**src/rtl/tmds_decoder.sv**
```systemverilog
// TMDS receive channel decoder: word alignment via bit-slip requests, control-token detection
// and 8b data decode. Define TMDS_DECODER_ERR_EN to add transition-error flagging and counting.
module tmds_decoder #(
  parameter int LOCK_TOKENS    = 8,
  parameter int SEARCH_TIMEOUT = 1024,
  parameter int MAX_GAP        = 4096,
  parameter int SLIP_WAIT      = 4
) (
  input  logic        clk_in,
  input  logic        rst_in,
  input  logic [9:0]  symbol_in,
  input  logic        symbol_valid_in,
  output logic [7:0]  data_out,
  output logic [1:0]  ctrl_out,
  output logic        de_out,
  output logic        valid_out,
  output logic        locked_out,
  output logic        bitslip_out
`ifdef TMDS_DECODER_ERR_EN
  ,
  output logic        err_out,
  output logic [15:0] err_count_out
`endif
);

  localparam int TOK_W  = $clog2(LOCK_TOKENS) + 1;
  localparam int TO_W   = $clog2(SEARCH_TIMEOUT) + 1;
  localparam int GAP_W  = $clog2(MAX_GAP) + 1;
  localparam int SLIP_W = $clog2(SLIP_WAIT) + 1;

  typedef enum logic [1:0] {
    ST_SEARCH = 2'd0,
    ST_SLIP   = 2'd1,
    ST_LOCKED = 2'd2
  } state_t;

  logic [9:0]        sym_p1_d, sym_p1_q;
  logic              is_ctrl_p1_d, is_ctrl_p1_q;
  logic [1:0]        ctrl_p1_d, ctrl_p1_q;
  logic              vld_p1_d, vld_p1_q;

  logic [7:0]        data_p2_d, data_p2_q;
  logic [1:0]        ctrl_p2_d, ctrl_p2_q;
  logic              de_p2_d, de_p2_q;
  logic              vld_p2_d, vld_p2_q;

  state_t            state_d, state_q;
  logic [TOK_W-1:0]  tok_cnt_d, tok_cnt_q;
  logic [TO_W-1:0]   to_cnt_d, to_cnt_q;
  logic [GAP_W-1:0]  gap_cnt_d, gap_cnt_q;
  logic [SLIP_W-1:0] slip_cnt_d, slip_cnt_q;
  logic              locked_d, locked_q;
  logic              bitslip_d, bitslip_q;

  // Returns {is_ctrl, c1, c0}.
  function automatic logic [2:0] classify(input logic [9:0] s);
    case (s)
      10'b1101010100: return 3'b1_00;
      10'b0010101011: return 3'b1_01;
      10'b0101010100: return 3'b1_10;
      10'b1010101011: return 3'b1_11;
      default:        return 3'b0_00;
    endcase
  endfunction

  function automatic logic [7:0] decode_data(input logic [9:0] s);
    logic [7:0] d;
    logic [7:0] q;
    d    = s[9] ? ~s[7:0] : s[7:0];
    q[0] = d[0];
    for (int i = 1; i < 8; i++) begin
      q[i] = s[8] ? (d[i] ^ d[i-1]) : ~(d[i] ^ d[i-1]);
    end
    return q;
  endfunction

`ifdef TMDS_DECODER_ERR_EN
  logic        err_p2_d, err_p2_q;
  logic [15:0] err_cnt_d, err_cnt_q;

  function automatic logic [3:0] transitions(input logic [9:0] s);
    logic [3:0] n;
    n = '0;
    for (int i = 0; i < 9; i++) begin
      n = n + {3'b000, s[i] ^ s[i+1]};
    end
    return n;
  endfunction
`endif

  // Stage 1: capture symbol and classify it
  always_comb begin
    vld_p1_d     = symbol_valid_in;
    sym_p1_d     = sym_p1_q;
    is_ctrl_p1_d = is_ctrl_p1_q;
    ctrl_p1_d    = ctrl_p1_q;
    if (symbol_valid_in) begin
      sym_p1_d                  = symbol_in;
      {is_ctrl_p1_d, ctrl_p1_d} = classify(symbol_in);
    end
  end

  // Alignment FSM works on the stage-1 classification
  always_comb begin
    state_d    = state_q;
    tok_cnt_d  = tok_cnt_q;
    to_cnt_d   = to_cnt_q;
    gap_cnt_d  = gap_cnt_q;
    slip_cnt_d = slip_cnt_q;
    bitslip_d  = 1'b0;
    case (state_q)
      ST_SEARCH: begin
        if (vld_p1_q) begin
          tok_cnt_d = is_ctrl_p1_q ? tok_cnt_q + 1'b1 : '0;
          if (tok_cnt_d == TOK_W'(LOCK_TOKENS)) begin
            state_d   = ST_LOCKED;
            tok_cnt_d = '0;
            to_cnt_d  = '0;
            gap_cnt_d = '0;
          end else if (to_cnt_q == TO_W'(SEARCH_TIMEOUT - 1)) begin
            state_d    = ST_SLIP;
            bitslip_d  = 1'b1;
            tok_cnt_d  = '0;
            to_cnt_d   = '0;
            slip_cnt_d = '0;
          end else begin
            to_cnt_d = to_cnt_q + 1'b1;
          end
        end
      end
      ST_SLIP: begin
        if (slip_cnt_q == SLIP_W'(SLIP_WAIT - 1)) begin
          state_d    = ST_SEARCH;
          slip_cnt_d = '0;
        end else begin
          slip_cnt_d = slip_cnt_q + 1'b1;
        end
      end
      ST_LOCKED: begin
        if (vld_p1_q) begin
          if (is_ctrl_p1_q) begin
            gap_cnt_d = '0;
          end else begin
            gap_cnt_d = gap_cnt_q + 1'b1;
            if (gap_cnt_d == GAP_W'(MAX_GAP)) begin
              state_d   = ST_SEARCH;
              gap_cnt_d = '0;
              tok_cnt_d = '0;
              to_cnt_d  = '0;
            end
          end
        end
      end
      default: state_d = ST_SEARCH;
    endcase
    locked_d = (state_d == ST_LOCKED);
  end

  // Stage 2: decoded outputs
  always_comb begin
    vld_p2_d  = vld_p1_q;
    data_p2_d = data_p2_q;
    ctrl_p2_d = ctrl_p2_q;
    de_p2_d   = de_p2_q;
    if (vld_p1_q) begin
      de_p2_d = ~is_ctrl_p1_q;
      if (is_ctrl_p1_q) ctrl_p2_d = ctrl_p1_q;
      else              data_p2_d = decode_data(sym_p1_q);
    end
  end

`ifdef TMDS_DECODER_ERR_EN
  always_comb begin
    err_p2_d  = vld_p1_q && !is_ctrl_p1_q && (state_q == ST_LOCKED)
                && (transitions(sym_p1_q) >= 4'd6);
    err_cnt_d = err_cnt_q;
    if (err_out && err_cnt_q != 16'hFFFF) err_cnt_d = err_cnt_q + 1'b1;
  end
`endif

  always_ff @(posedge clk_in) begin
    sym_p1_q     <= sym_p1_d;
    is_ctrl_p1_q <= is_ctrl_p1_d;
    ctrl_p1_q    <= ctrl_p1_d;
    if (rst_in) begin
      vld_p1_q   <= 1'b0;
      vld_p2_q   <= 1'b0;
      data_p2_q  <= '0;
      ctrl_p2_q  <= '0;
      de_p2_q    <= 1'b0;
      state_q    <= ST_SEARCH;
      tok_cnt_q  <= '0;
      to_cnt_q   <= '0;
      gap_cnt_q  <= '0;
      slip_cnt_q <= '0;
      locked_q   <= 1'b0;
      bitslip_q  <= 1'b0;
`ifdef TMDS_DECODER_ERR_EN
      err_p2_q   <= 1'b0;
      err_cnt_q  <= '0;
`endif
    end else begin
      vld_p1_q   <= vld_p1_d;
      vld_p2_q   <= vld_p2_d;
      data_p2_q  <= data_p2_d;
      ctrl_p2_q  <= ctrl_p2_d;
      de_p2_q    <= de_p2_d;
      state_q    <= state_d;
      tok_cnt_q  <= tok_cnt_d;
      to_cnt_q   <= to_cnt_d;
      gap_cnt_q  <= gap_cnt_d;
      slip_cnt_q <= slip_cnt_d;
      locked_q   <= locked_d;
      bitslip_q  <= bitslip_d;
`ifdef TMDS_DECODER_ERR_EN
      err_p2_q   <= err_p2_d;
      err_cnt_q  <= err_cnt_d;
`endif
    end
  end

  // In-flight symbols are dropped as soon as lock is lost.
  assign valid_out   = vld_p2_q & locked_q;
  assign data_out    = data_p2_q;
  assign ctrl_out    = ctrl_p2_q;
  assign de_out      = de_p2_q;
  assign locked_out  = locked_q;
  assign bitslip_out = bitslip_q;
`ifdef TMDS_DECODER_ERR_EN
  assign err_out       = err_p2_q & valid_out;
  assign err_count_out = err_cnt_q;
`endif

endmodule

```
**config.mk**
```make
export PLATFORM = sky130hd
export DESIGN_NAME = tmds_decoder
export DESIGN_NICKNAME = d
export VERILOG_FILES = /design/src/rtl/tmds_decoder.sv
export SDC_FILE = /design/constraint.sdc
export NUM_CORES = 1
export LEC_CHECK = 0
export BUFFER_PORTS_ARGS = -buffer_cell sky130_fd_sc_hd__buf_2
export CAP_MARGIN = 15
export CORE_ASPECT_RATIO = 1.2
export CORE_MARGIN = 8
export CORE_UTILIZATION = 40
export DETAILED_ROUTE_END_ITERATION = 8
export GPL_TIMING_DRIVEN = 0
export PLACE_DENSITY = 0.56
export SYNTH_ARGS = -nofsm -noshare
export SYNTH_HDL_FRONTEND = slang
export SYNTH_SLANG_ARGS = --single-unit
```
**constraint.sdc**
```tcl
create_clock -name clk_in -period 2.3 [get_ports clk_in]
set_input_delay 0.23 -clock clk_in [delete_from_list [all_inputs] [get_ports clk_in]]
set_output_delay 0.23 -clock clk_in [all_outputs]
set_load 0.1 [all_outputs]
```
==> impl_metrics.toml <==
[clock_tree]
clk_path_buf_depth = 2
cts_buffers = 9
cts_hold_buf = 0
htree_num_levels = 3
clock_sinks = 61
cts_root_buffer = "clkbuf_8"
clk_latency_ns = 0.35
cts.clk_slew.worst_paths_ns = 0.08
cts_tree = "done"

[setup_path]
crit_family = "compound AO/OA/AOI/OAI gates"
critPathMaxStageDelay_ns = 0.43
critPathCaptureType = "flop"
cp-start-kind = "flop"
crit_type = "reg -> reg"
critPathRequiredTime_ns = 2.53
crit_path_cell_trace = "ha_4, nand4_1, buf_4, nand2b_4, a211oi_2, nor2_4, o41a_1, buf_6, mux2_4"
slowest_stage = "o41a_1"
critPathMaxFanout = 6
worstPathArrival_ns = 2.56
crit_buf_inv = 2

[synthesis]
synth_edf_count = 13
yosys_register_bits = 61
synth_fp_nets = 380
syn_inst = 363
synth_ff_type = "dfxtp_1"
ys_warn_count = 0
async_flop_share_pct = 0
yosysUniqueCellTypes = 53
avgSynthCellArea_um2 = 8.74
ys_seq_area_share_pct = 42.6
netlist_area_um2 = 3170

[sta]
fin_crit_ns = 2.33
slew_viol_final = 0
worst_hold_slack_ns = 0.0769
layout_setup_ws_ns = -0.0293
fin_worst_skew_ns = 0.0107
setup_violations = 1
rsz0062_at_grt = "yes"
hold_viol = 0
worstMarginPinSlew_ns = 0.686
finalCritPeriodShare_pct = 101
fmax_mhz = 429
slew_headroom_pct = 54.3

[floorplanning]
num_rows = 35
core_area_um2 = 7710
die_h_um = 114
start_util_pct = 41.2
io_pins = 27
dieArea_um2 = 11000
die_w_um = 97.3

[final_layout]
synthToLayoutAreaGrowth_pct = 32.5
final_common_cell = "dfxtp_1"
diodes = 0
fillers = 735
drive_above_1_share_pct = 29.7
fin_util_pct = 54.5
nets = 453
mostFrequentLayoutCells = "dfxtp_1 (39), nand2_1 (35), buf_4 (35)"
stdcell_count = 533

[min_path]
hold_path.class = "in -> reg"

[placement]
post-place-cells = 481
hpwl_mm = 5.67
port-buffer-count = 26
place_congestion = 0.830
dp_slack_ns = -0.320

[status]
run_status = "finished, violations left"
violations = "setup timing"

[power_and_ir_drop]
power.total_mw = 2.47
ir_worst_vdd_uv = 372
power_density_nw_per_um2 = 588
p_leak_nw = 1.51

[run]
cap_violations = 0

[global_routing]
grt_max_degree = 15
grt_pass1_vias = 2965
antenna_found_initial = 0
grt_first_pass_wirelength_mm = 14.0
gr-total-overflow = 0
track_usage_pct = 15.1

[drt]
drc = 0
drt-vias-per-instance = 5.70
dr_wl_met2_mm = 4.27
met3WireLength_um = 355
ant_nets = 0
wire_per_inst_um = 16.0
first_pass_iters = 4
wl_met1_mm = 3.82
drt_iter0_markers = 135
dr.max_layer_used = "met4"
num_vias = 3039
totalWireLength_mm = 8.55
## routing by layer
metal | vias to the layer above | global-route usage, %
met4 | 0 | 5.26
met5 | - | 0
li1 | 1504 | -
met2 | 60 | 25.0
met1 | 1463 | 18.6
met3 | 12 | 4.05
## cell usage after synthesis, types with 5 or more instances
cell / number / area, um^2
nand3_1: 11 / 55.1
nor4_1: 5 / 31.3
a21oi_1: 21 / 105
o21ai_0: 20 / 100
nor3_1: 14 / 70.1
dfxtp_1: 48 / 961
xnor2_1: 16 / 140
inv_1: 16 / 60.1
nand4_1: 8 / 50.1
o31ai_1: 6 / 45.0
clkbuf_1: 13 / 48.8
o211ai_1: 5 / 37.5
buf_2: 5 / 25.0
a211oi_1: 13 / 97.6
nor2b_1: 7 / 43.8
and3_1: 6 / 37.5
nand2b_1: 5 / 31.3
edfxtp_1: 13 / 390
nor2_1: 26 / 97.6
nand2_1: 37 / 139
o311ai_0: 5 / 43.8
o32ai_1: 6 / 52.6
## cells by family after synthesis
kind of cell | count (synthesis) | share of synthesized area (%)
compound gates | 95 | 20.7
xor+xnor | 18 | 4.97
fa+ha+maj | 4 | 1.58
buf+inv | 36 | 4.46
flops | 61 | 42.6
mux | 4 | 1.46
simple gates | 145 | 24.2
## state kept, by name, summed over array words and instances (netlist names)
name          count
gap_cnt_q        13
to_cnt_q         11
sym_p1_q         10
data_out          8
tok_cnt_q         4
slip_cnt_q        3
ctrl_out          2
ctrl_p1_q         2
state_q           2
bitslip_out       1
de_out            1
is_ctrl_p1_q      1
locked_out        1
vld_p1_q          1
vld_p2_q          1
## final timing paths
kind	cells after the start	slack, ns	to	startpoint
hold / removal	1	0.08	sym_p1_q[3]	symbol_in[3]
setup reg to reg	9	-0.03	to_cnt_q[0]	gap_cnt_q[0]
hold reg to reg	2	0.44	to_cnt_q[10]	to_cnt_q[10]
setup / recovery	9	-0.03	to_cnt_q[0]	gap_cnt_q[0]
## area by class of cell
| cell class | count | area, um^2 | share of cell area, % |
|---|---|---|---|
| Buffer | 17 | 91.3 | 2.17 |
| Inverter | 16 | 60.1 | 1.43 |
| Tap cell | 92 | 115 | 2.74 |
| Multi-Input combinational cell | 266 | 1900 | 45.2 |
| Timing Repair Buffer | 65 | 438 | 10.4 |
| Clock buffer | 9 | 124 | 2.95 |
| Clock inverter | 7 | 98.8 | 2.35 |
| Sequential cell | 61 | 1380 | 32.7 |
## power breakdown
part / internal [mW] / total [mW] / switching (mW)
clock: 0.615 / 1.08 / 0.464
combinational: 0.0766 / 0.252 / 0.175
sequential: 1.12 / 1.14 / 0.0192
## worst reg2reg max path: cells and delay by family, from the launching register on
| kind | cells | cell delay, ns |
|---|---|---|
| buffers and inverters | 2 | 0.30 |
| multiplexers | 1 | 0.29 |
| flip-flops | 1 | 0.37 |
| AND/OR/NAND/NOR | 3 | 0.30 |
| adder cells (fa/ha/maj) | 1 | 0.17 |
| AO/OA/AOI/OAI | 2 | 0.78 |
## stage by stage
stage / cell area, um^2 / setup TNS (ns)
after CTS: 3980 / -1.20
after global routing: 4200 / -0.203
final: 4200 / -0.0293
after floorplan: 3210 / 0
after detailed placement: 3460 / -4.50
after global placement: 3460 / -4.54
## what timing repair did
action                                  in CTS  in global routing
setup buffers                               19                 20
pin swaps                                   10                 13
gates resized for setup                     34                 32
cloned                                       0                  0
endpoints found under the setup margin      23                 33
Power figures use the tool's default switching activity.
